$ cat config.mk
export PLATFORM = sky130hd
export DESIGN_NAME = wdb_fill_agent
export DESIGN_NICKNAME = d
export VERILOG_FILES = /design/src/rtl/wdb_fill_agent_pkg.sv /design/src/rtl/wdb_fill_agent.sv
export SDC_FILE = /design/constraint.sdc
export NUM_CORES = 1
export LEC_CHECK = 0
export ABC_AREA = 1
export CAP_MARGIN = 20
export CORE_AREA = 2 2 517 519
export CTS_CLUSTER_DIAMETER = 100
export DETAILED_ROUTE_END_ITERATION = 8
export DIE_AREA = 0 0 519 521
export GPL_ROUTABILITY_DRIVEN = 0
export PLACE_DENSITY = 0.44
export SETUP_SLACK_MARGIN = 0.15
export SLEW_MARGIN = 10
export SYNTH_ARGS = -nofsm -noshare
export SYNTH_HDL_FRONTEND = slang
export SYNTH_SLANG_ARGS = --single-unit
$ cat constraint.sdc
create_clock -name clk -period 2.7 [get_ports clk]
set_clock_uncertainty 0.05 [all_clocks]
set_input_delay 0.54 -clock clk [delete_from_list [all_inputs] [get_ports clk]]
set_output_delay 0.54 -clock clk [all_outputs]
set_load 0.02 [all_outputs]
$ cat src/rtl/wdb_fill_agent_pkg.sv
// Shared widths and payload types for the WDB fill agent.
// Optional length checking in the agent is enabled with WDB_FILL_LEN_CHK_EN.
package wdb_fill_agent_pkg;

    localparam int US_BEAT_WIDTH        = 256;
    localparam int US_BEATS_PER_LINE    = 4;
    localparam int DATA_WIDTH           = 1024;
    localparam int DB_ENTRY_IDX_WIDTH   = 4;
    localparam int MSHR_ENTRY_IDX_WIDTH = 4;

    typedef struct packed {
        logic [US_BEAT_WIDTH-1:0]        data;
        logic                            last;
        logic [MSHR_ENTRY_IDX_WIDTH-1:0] rob_entry_id;
    } us_wdata_pld_t;

    typedef struct packed {
        logic [DATA_WIDTH-1:0]         data;
        logic [DB_ENTRY_IDX_WIDTH-1:0] db_entry_id;
    } wdb_pld_t;

    typedef struct packed {
        logic [MSHR_ENTRY_IDX_WIDTH-1:0] rob_id;
        logic [DB_ENTRY_IDX_WIDTH-1:0]   db_id;
    } wdata_done_t;

    typedef enum logic [1:0] {
        ST_IDLE    = 2'd0,
        ST_COLLECT = 2'd1,
        ST_WRITE   = 2'd2
    } fill_state_e;

endpackage

$ cat src/rtl/wdb_fill_agent.sv
// Collects US write-data beats into one WDB line, writes it to the WDB and signals completion.
// Define WDB_FILL_LEN_CHK_EN to enable the sticky 'last' framing check on err_len.
module wdb_fill_agent
    import wdb_fill_agent_pkg::*;
#(
    parameter int BEAT_WIDTH = US_BEAT_WIDTH,
    parameter int LINE_WIDTH = DATA_WIDTH,
    parameter int BEATS      = US_BEATS_PER_LINE
) (
    input  logic                            clk,
    input  logic                            rst_n,
    input  logic                            us_wdata_vld,
    input  us_wdata_pld_t                   us_wdata_pld,
    output logic                            us_wdata_rdy,
    input  logic                            alloc_vld,
    input  logic [DB_ENTRY_IDX_WIDTH-1:0]   alloc_idx,
    output logic                            alloc_rdy,
    output logic                            write_wdb_vld,
    output wdb_pld_t                        write_wdb_pld,
    input  logic                            write_wdb_rdy,
    output logic                            wdata_done,
    output logic [MSHR_ENTRY_IDX_WIDTH-1:0] wdata_done_rob_id,
    output logic [DB_ENTRY_IDX_WIDTH-1:0]   wdata_done_db_id,
    output logic                            err_len
);

    localparam int CNT_W = (BEATS > 1) ? $clog2(BEATS) : 1;

    if (BEATS * BEAT_WIDTH != LINE_WIDTH) begin : g_bad_beats
        $error("wdb_fill_agent: BEATS must equal LINE_WIDTH/BEAT_WIDTH");
    end
    if (BEAT_WIDTH != US_BEAT_WIDTH || LINE_WIDTH != DATA_WIDTH) begin : g_bad_widths
        $error("wdb_fill_agent: widths must match the package payload types");
    end

    fill_state_e                     state_q, state_d;
    logic [CNT_W-1:0]                beat_cnt_q, beat_cnt_d;
    logic [LINE_WIDTH-1:0]           line_q, line_d;
    logic [DB_ENTRY_IDX_WIDTH-1:0]   db_id_q, db_id_d;
    logic [MSHR_ENTRY_IDX_WIDTH-1:0] rob_id_q, rob_id_d;
    logic                            done_q, done_d;
    wdata_done_t                     done_info_q, done_info_d;
    logic                            beat_acc;
    logic                            last_beat;

    assign beat_acc  = (state_q == ST_COLLECT) && us_wdata_vld;
    assign last_beat = (beat_cnt_q == CNT_W'(BEATS - 1));

    always_comb begin
        state_d     = state_q;
        beat_cnt_d  = beat_cnt_q;
        line_d      = line_q;
        db_id_d     = db_id_q;
        rob_id_d    = rob_id_q;
        done_d      = 1'b0;
        done_info_d = done_info_q;
        case (state_q)
            ST_IDLE: begin
                if (alloc_vld) begin
                    db_id_d = alloc_idx;
                    state_d = ST_COLLECT;
                end
            end
            ST_COLLECT: begin
                if (us_wdata_vld) begin
                    for (int k = 0; k < BEATS; k++) begin
                        if (beat_cnt_q == CNT_W'(k)) begin
                            line_d[k*BEAT_WIDTH +: BEAT_WIDTH] = us_wdata_pld.data;
                        end
                    end
                    if (beat_cnt_q == '0) begin
                        rob_id_d = us_wdata_pld.rob_entry_id;
                    end
                    if (last_beat) begin
                        beat_cnt_d = '0;
                        state_d    = ST_WRITE;
                    end else begin
                        beat_cnt_d = beat_cnt_q + CNT_W'(1);
                    end
                end
            end
            ST_WRITE: begin
                if (write_wdb_rdy) begin
                    done_d      = 1'b1;
                    done_info_d = '{rob_id: rob_id_q, db_id: db_id_q};
                    state_d     = ST_IDLE;
                end
            end
            default: state_d = ST_IDLE;
        endcase
    end

    // Done is registered so the WDB array write lands before the MSHR can arbitrate the line.
    always_ff @(posedge clk or negedge rst_n) begin
        if (!rst_n) begin
            state_q     <= ST_IDLE;
            beat_cnt_q  <= '0;
            line_q      <= '0;
            db_id_q     <= '0;
            rob_id_q    <= '0;
            done_q      <= 1'b0;
            done_info_q <= '0;
        end else begin
            state_q     <= state_d;
            beat_cnt_q  <= beat_cnt_d;
            line_q      <= line_d;
            db_id_q     <= db_id_d;
            rob_id_q    <= rob_id_d;
            done_q      <= done_d;
            done_info_q <= done_info_d;
        end
    end

`ifdef WDB_FILL_LEN_CHK_EN
    logic err_len_q;

    // Framing errors are only flagged; the line still closes on beat count.
    always_ff @(posedge clk or negedge rst_n) begin
        if (!rst_n) begin
            err_len_q <= 1'b0;
        end else if (beat_acc && (us_wdata_pld.last != last_beat)) begin
            err_len_q <= 1'b1;
        end
    end

    assign err_len = err_len_q;
`else
    logic unused_last;
    logic unused_beat_acc;
    assign unused_last     = us_wdata_pld.last;
    assign unused_beat_acc = beat_acc;
    assign err_len         = 1'b0;
`endif

    // Ready outputs are masked by rst_n so nothing is offered while reset is held.
    assign alloc_rdy         = rst_n && (state_q == ST_IDLE);
    assign us_wdata_rdy      = rst_n && (state_q == ST_COLLECT);
    assign write_wdb_vld     = (state_q == ST_WRITE);
    assign write_wdb_pld     = '{data: line_q, db_entry_id: db_id_q};
    assign wdata_done        = done_q;
    assign wdata_done_rob_id = done_info_q.rob_id;
    assign wdata_done_db_id  = done_info_q.db_id;

endmodule

Word level (Yosys, flattened, before mapping)

Cells that the tools add are included.

Equality and inequality tests: 9
$add $sub $neg: 1
Reductions and logical operators: 12
Muxes and demuxes: 8

Operators by type and width:

| cell                                                  | number |
|---|---|
| AND reduction 3 bit                                   | 4 |
| two-way mux 2 bit                                     | 5 |
| == test 2 bit, second input constant                  | 3 |
| inequality test 2 bit, second input constant          | 3 |
| one-hot mux 2 bit (3 select lines)                    | 1 |
| AND reduction 2 bit                                   | 3 |
| == test 2 x 1 -> 1 bit, second input constant         | 2 |
| zero test 2 bit                                       | 2 |
| AND reduction 4 bit                                   | 1 |
| adder 2 x 1 -> 2 bit, second input constant           | 1 |
| logical AND 1 bit                                     | 2 |
| two-way mux 1 bit                                     | 2 |
| inequality test 2 x 1 -> 1 bit, second input constant | 1 |

Register bits after elaboration: 1045
Output and inout bits: 1041

Longest topological paths before layout

Gate-level depths: netlist of the first run.

Depth after elaboration: 4
Mapped depth: 9
Mapped depth without buffers: 7

Least setup slack after synthesis of the first run

No wires, ideal clock.

Path kind: input to output
From: input rst_n
To: output alloc_rdy
Path buffers: 0
Data required time: 2110 ps
Cell stages on the path: 2
Path slack: 1083 ps
Data arrival time: 1027 ps
Cells stage by stage: inv_1 > nor3_1

Cells in the longest elaborated chain, start to end: 1

RTL lines:

| item              | RTL line              | RTL |
|---|---|---|
| from (decl)       | wdb_fill_agent.sv:11  | `input logic rst_n,` |
| logical AND 1 bit | wdb_fill_agent.sv:136 | `assign alloc_rdy = rst_n && (state_q == ST_IDLE);` |
| to (decl)         | wdb_fill_agent.sv:17  | `output logic alloc_rdy,` |

Every way passes these cells.

Final worst setup path of the first run

From: register line_q[936]
To: output write_wdb_pld[940] in the netlist's numbering

RTL lines:

| item                   | RTL line              | RTL |
|---|---|---|
| from (decl)            | wdb_fill_agent.sv:38  | `logic [LINE_WIDTH-1:0] line_q, line_d;` |
| from (signal assigned) | wdb_fill_agent.sv:106 | `line_q <= line_d;` |
| to (decl)              | wdb_fill_agent.sv:19  | `output wdb_pld_t write_wdb_pld,` |

No word-level cell between the ends.

==> results of run 1 <==
-- tightest hold or removal path: stages --
cell	delay [ps]
clkdlybuf4s50_1	400
nand3_1	80
nand2_1	50
-- state kept, by name (all words and copies together) (netlist names) --
signal,flops
wdata_done,1
state_q,2
db_id_q,4
rob_id_q,4
wdata_done_db_id,4
wdata_done_rob_id,4
line_q,1024
beat_cnt_q,2
-- final timing paths --
check                                      to       startpoint  cells after the start
max                        write_wdb_pld[940]      line_q[936]                      1
min                               rob_id_q[3]  us_wdata_pld[3]                      3
max reg2reg                       line_q[816]       state_q[1]                      5
min reg2reg                       line_q[987]      line_q[987]                      2
max in group asynchronous         line_q[840]            rst_n                      4
min in group asynchronous         line_q[705]            rst_n                      3
-- cells in the mapped netlist --
library cell | instances | area share
buf_1 | 13 | 0.0012
buf_2 | 210 | 0.026
buf_4 | 24 | 0.0044
buf_6 | 1 | 0.00027
clkbuf_1 | 92 | 0.0084
clkinv_1 | 1 | 0.000091
conb_1 | 1 | 0.000091
dfrtp_1 | 1045 | 0.64
ha_1 | 4 | 0.0012
inv_1 | 17 | 0.0016
inv_2 | 2 | 0.00018
nand2_1 | 2084 | 0.19
nand2_2 | 3 | 0.00046
nand3_1 | 1035 | 0.13
nor2_1 | 2 | 0.00018
nor2_8 | 1 | 0.00049
nor3_1 | 1 | 0.00012
o21ai_0 | 11 | 0.0013
-- power groups by stage --
stage | clock network [mW] | logic (mW) | registers [mW]
after CTS | 18.8 | 43.7 | 26.9
after floorplan | 0 | 11.2 | 35.0
after global placement | 0 | 44.0 | 26.8
after detailed placement | 0 | 44.0 | 27.0
after global routing | 19.4 | 46.0 | 27.7
final | 18.2 | 43.0 | 26.9
-- logic make-up (layout without fill, tap and decap cells) --
logic type | after synthesis | after routing
AO/OA/AOI/OAI | 11 | 11
adder cells (fa/ha/maj) | 4 | 4
buffers and inverters | 360 | 1738
flip-flops | 1045 | 1045
other | 1 | 5
AND/OR/NAND/NOR | 3126 | 3126
-- stage by stage --
| step | utilization | instances | area [um2] | total power, mW |
|---|---|---|---|---|
| finish | 0.240 | 9462 | 63300 | 88.0 |
| global route | 0.240 | 9459 | 63300 | 93.1 |
| CTS | 0.239 | 9458 | 63300 | 89.4 |
| detailed placement | 0.223 | 9225 | 59000 | 71.0 |
| global placement | 0.223 | 9225 | 59000 | 70.8 |
| floorplan | - | 4547 | 41000 | 46.2 |
-- layer usage --
| metal | global-route usage | part of all wire | up-vias |
|---|---|---|---|
| li1 | - | - | 17200 |
| met3 | 0.0594 | 0.093 | 271 |
| met2 | 0.265 | 0.47 | 1495 |
| met4 | 0.0503 | 0.030 | 4 |
| met1 | 0.195 | 0.41 | 19000 |
| met5 | 0 | 0.00013 | - |
-- layout make-up --
class                   count  area (um2)  share of cell area
flip-flops and latches   1045       26200               0.413
repair buffers           1486       15000               0.237
multi-input cells        3142       13200               0.209
well taps                3533        4420              0.0698
clock buffers             197        3890              0.0614
clock inverters            35         489             0.00773
inverters                  20         108             0.00170
diodes                      4        10.0            0.000158
-- timing repair --
action	in CTS	in global routing
gates cloned	0	0
hold endpoints to repair	55	0
endpoints found under the setup margin	93	10
resized for setup	100	11
setup buffers	0	0
hold buffers	1	0
==> summary.md, run 1 <==
| Metric | Value |
|---|---|
| Combinational power share | `0.488` |
| Cell-internal power | `around 50 mW` |
| Synth Area in Compound Gates | `0.00134` |
| Slew HR | `0.391` |
| Clk Tree Root Cell | `clkbuf_16` |
| Mapped cell area | `41000 um2` |
| Worst Setup End Kind | `output pin` |
| Switching power | `38.4 mW` |
| I/O Buffers | `1308` |
| Critical path class | `reg2out` |
| Worst slack, placed | `35.3 ps` |
| Sum Neg Setup Slack | `0 ps` |
| FILL cells | `28800` |
| Die ar. | `270000 um2` |
| Power Density | `1390 nW/um2` |
| DRT antenna net count | `0` |
| Clock Latency Late Sink | `760 ps` |
| Number of global-route vias before repair | `38200` |
| Crit path launch type | `flop` |
| Area growth syn-to-layout | `54.4%` |
| Synth Area in XOR/XNOR | `0` |
| HP Class | `in2reg` |
| Most frequent cells in the layout | `nand2_1 (2083), clkdlybuf4s50_1 (1199), dfrtp_1 (1042)` |
| Final hold slack | `283 ps` |
| Post-Syn Nets | `4821` |
| Share of cells above drive strength 1 | `0.0675` |
| Maxcap violations | `0` |
| Vias per cell | `between 4 and 5` |
| Period utilization | `0.915` |
| Initial antenna violation count | `8` |
| Critical path's slowest cell | `clkdlybuf4s50_1` |
| First-pass GRT wire length | `between 300 and 400 mm` |
| Synth cell types | `18` |
| GR Overflow Total | `0` |
| # H-tree levels | `4` |
| Synth warn | `0` |
| Sequential share of power | `0.305` |
| Initial DRC Count | `2687` |
| Main combinational cell family by area after synthesis | `simple AND/OR/NAND/NOR gates` |
| Post-route setup slack | `around 230 ps` |
| Post-Synth Adder-Cell Area | `0.00122` |
| CTS clk-pin slew, worst paths | `60 ps` |
| Register area share after synthesis | `0.637` |
| CP peak stage delay | `720 ps` |
| IO Pins | `around 1300` |
| Critical Path Fanout Max | `2` |
| DR DRC count | `0` |
| Pin count of the biggest net entering global routing | `128` |
| Cell Chain, Critical Path | `clkdlybuf4s50_1` |
| CTS tree | `yes` |
| Clock network power share | `0.207` |
| Leading cell type in the layout, fill and taps excluded | `nand2_1` |
| Routed via count | `38000` |
| WP buf/inv | `1` |
| Minimum clock period | `2470 ps` |
| Drt wl/cell | `23.8 um` |
| Final net count | `6102` |
| Mapped Cells | `4547` |
| Simple-gate share of the synthesized area | `0.318` |
| Reg2Reg Setup Slack | `610 ps` |
| Final setup fails | `0` |
| Cts bufs inserted | `133` |
| Max Buffers Root-to-Sink | `3` |
| Sw Ratio | `0.436` |
| Final hold vios | `0` |
| Crit-path leading delay family | `buffers and inverters` |
| Total Wirelength | `225 mm` |
| Yosys reg bits | `roughly 1000` |
| Core area | `around 260000 um2` |
| F_max | `0.405 GHz` |
| Die height | `521 um` |
| Pre-antenna DRT Iters | `5` |
| Mean Syn Cell Area | `9.02 um2` |
| Final Slew Violations | `0` |
| Die Wd | `519 um` |
| Required time of the critical path | `between 2000 and 2500 ps` |
| Worst-margin pin slew | `914 ps` |
| Row count | `189` |
| Final HPWL DP | `167 mm` |
| Worst path arrival time | `1880 ps` |
| Starting Density | `0.155` |
| Max VDD drop | `0.708 mV` |
| Total GRT Usage | `0.161` |
| Outcome | `finished, final reports clean` |
| CTS sink cnt | `1045` |
| Mux share of post-synthesis cell area | `0` |
| RSZ-0062 raised after global routing | `no` |
| Leakage | `30.6 nW` |
Note: power is estimated with default switching activity, not from simulation.
==> run 2, diff against run 1 <==
Settings changed: PLACE_DENSITY 0.44 to 0.37.
==> run 2 against run 1 <==
- clock-buffer cell count grew 17
- cell area rose by 0.97%
- total power increased by 1.3%
- sequential cell count is the same
- sequential share of layout area shrank 0.40 points
- critical path depth is the same
- first-iteration DRC count down 12%
- register-to-register slack got worse by 140 ps
==> summary.md, run 2 (same netlist as run 1, synthesis figures left out) <==
| Metric | Value |
|---|---|
| Clock Latency Late Sink | `790 ps (was 760 ps)` |
| RSZ-0062 raised after global routing | `yes (was no)` |
| Row count | `189 (unchanged)` |
| Final HPWL DP | `167 mm (about the same)` |
| Period utilization | `0.909 (was 0.915)` |
| Total Wirelength | `227 mm (was 225 mm)` |
| Cell Chain, Critical Path | `clkdlybuf4s50_1 (unchanged)` |
| Final net count | `6134 (was 6102)` |
| R2r worst-path depth | `9 (was 5)` |
| Final Power | `89.2 mW (was 88.0 mW)` |
| Vias per cell | `3.94 (was 4.01)` |
| Final setup fails | `0 (unchanged)` |
| Final Slew Violations | `0 (unchanged)` |
| Required time of the critical path | `2110 ps (about the same)` |
| Area growth syn-to-layout | `55.9% (was 54.4%)` |
| Sequential cell area | `26200 um2 (about the same)` |
| Power Density | `1390 nW/um2 (about the same)` |
| Die Wd | `519 um (unchanged)` |
| Metal-1 WL | `90.3 mm (was 91.3 mm)` |
| Wire length on met3 | `23.1 mm (was 20.9 mm)` |
| Max Used Layer | `met5 (unchanged)` |
| Total GRT Usage | `0.163 (was 0.161)` |
| Cts bufs inserted | `139 (was 133)` |
| Placed Instances | `9245 (was 9225)` |
| Critical path's slowest cell | `clkdlybuf4s50_1 (unchanged)` |
| WP depth | `1 (unchanged)` |
| Multi-input logic area | `13200 um2 (about the same)` |
| Max VDD drop | `0.598 mV (was 0.708 mV)` |
| DR DRC count | `0 (unchanged)` |
| Minimum clock period | `2450 ps (was 2470 ps)` |
| Die height | `521 um (unchanged)` |
| Area post-placement | `59200 um2 (was 59000 um2)` |
| Drt wl/cell | `23.8 um (about the same)` |
| Pre-antenna DRT Iters | `5 (unchanged)` |
| GR Overflow Total | `0 (unchanged)` |
| Final Cell Area | `63900 um2 (was 63300 um2)` |
| CTS clk-pin slew, worst paths | `60 ps (about the same)` |
| Final hold vios | `0 (unchanged)` |
| Leakage | `31.0 nW (was 30.6 nW)` |
| Outcome | `finished, final reports clean (unchanged)` |
| Maxcap violations | `0 (unchanged)` |
| IO Pins | `1311 (unchanged)` |
| Slew HR | `0.301 (was 0.391)` |
| Clk Tree Root Cell | `clkbuf_16 (unchanged)` |
| Critical path class | `reg2out (unchanged)` |
| Critical Path Fanout Max | `2 (unchanged)` |
| HP Class | `in2async (was in2reg)` |
| Starting Density | `0.155 (unchanged)` |
| Routed via count | `37400 (was 38000)` |
| CTS tree | `yes (unchanged)` |
| FILL cells | `28800 (about the same)` |
| Utilization after layout | `0.242 (was 0.240)` |
| Worst Setup End Kind | `output pin (unchanged)` |
| WP buf/inv | `1 (unchanged)` |
| Pin count of the biggest net entering global routing | `149 (was 128)` |
| Die ar. | `270000 um2 (unchanged)` |
| Initial DRC Count | `2376 (was 2687)` |
| Layout Cells excl Fill | `9508 (was 9462)` |
| Initial antenna violation count | `17 (was 8)` |
| F_max | `0.407 GHz (was 0.405 GHz)` |
| Leading cell type in the layout, fill and taps excluded | `nand2_1 (unchanged)` |
| Crit path launch type | `flop (unchanged)` |
| Most frequent cells in the layout | `nand2_1 (2083), clkdlybuf4s50_1 (1182), dfrtp_1 (1044) (was nand2_1 (2083), clkdlybuf4s50_1 (1199), dfrtp_1 (1042))` |
| Share of cells above drive strength 1 | `0.0723 (was 0.0675)` |
| # H-tree levels | `4 (unchanged)` |
| Worst-margin pin slew | `1050 ps (was 914 ps)` |
| CTS sink cnt | `1045 (unchanged)` |
| Max reg flops | `1024 (unchanged)` |
| DRT antenna net count | `0 (unchanged)` |
| CP peak stage delay | `740 ps (was 720 ps)` |
| Met2 Routed Length | `104 mm (was 106 mm)` |
| I/O Buffers | `1308 (unchanged)` |
| Number of global-route vias before repair | `37900 (was 38200)` |
| Worst path arrival time | `1860 ps (was 1880 ps)` |
| Final hold slack | `250 ps (was 283 ps)` |
| Core area | `264000 um2 (unchanged)` |
| Max Buffers Root-to-Sink | `3 (unchanged)` |
| Register with the most flip-flops | `line_q (unchanged)` |
| Crit-path leading delay family | `buffers and inverters (unchanged)` |
| First-pass GRT wire length | `314 mm (was 313 mm)` |
-- run 2: changes by cell type in the layout (fill, tap and decap cells not counted), sizes merged, moves of 2 or more --
cell,previous run,this run
dlygate4sd2,90,99
clkdlybuf4s50,1199,1182
buf,185,212
diode,4,11
bufinv,5,3
inv,30,26
dlymetal6s2s,9,18
clkbuf,198,214
clkinv,19,22
-- run 2: routing by layer --
layer | vias up | global-route usage
li1 | 17300 | -
met1 | 18400 | 0.192
met2 | 1436 | 0.259
met3 | 307 | 0.0688
met4 | 10 | 0.0665
met5 | - | 0
-- run 2: stage by stage --
| step | worst slack, ps | setup TNS [ps] |
|---|---|---|
| 2_1_floorplan | 1080 | 0 |
| 3_3_place_gp | 28.5 | 0 |
| 3_5_place_dp | -4.73 | -4.73 |
| 4_1_cts | 17.6 | 0 |
| 5_1_grt | 125 | 0 |
| 6_report | 246 | 0 |
-- run 2: path summary, 6_finish.rpt --
path	end	startpoint	slack (ps)
worst max-delay path	write_wdb_pld[33]	line_q[29]	250
worst max register to register	line_q[641]	state_q[1]	470
min in group clk	db_id_q[3]	alloc_idx[3]	260
worst min-delay path	line_q[507]	rst_n	250
max in group asynchronous	line_q[803]	rst_n	870
worst min register to register	line_q[774]	line_q[774]	410
-- run 2: repair_timing --
| action | in CTS | in global routing |
|---|---|---|
| endpoints found under the setup margin | 102 | 106 |
| pin swaps | 1 | 1 |
| gates resized for setup | 112 | 23 |
| setup buffers | 2 | 4 |
| hold buffers | 1 | 0 |
| hold endpoints to repair | 86 | 0 |
-- run 2: power by group --
group / total (mW) / internal (mW) / leakage (nW) / switching (mW)
clock network: 18.9 / 11.0 / 2.27 / 7.97
logic: 43.5 / 16.7 / 15.6 / 26.8
registers: 26.7 / 22.7 / 13.2 / 4.01
total: 89.2 / 50.4 / 31.0 / 38.8
-- run 2: final cells by class --
| type | count | share of cell area |
|---|---|---|
| Multi-Input combinational cell | 3142 | 0.207 |
| Timing Repair Buffer | 1512 | 0.240 |
| Sequential cell | 1045 | 0.409 |
| Clock buffer | 214 | 0.0646 |
| Inverter | 20 | 0.00164 |
| Tap cell | 3533 | 0.0691 |
| Clock inverter | 31 | 0.00820 |
| Antenna cell | 11 | 0.000431 |
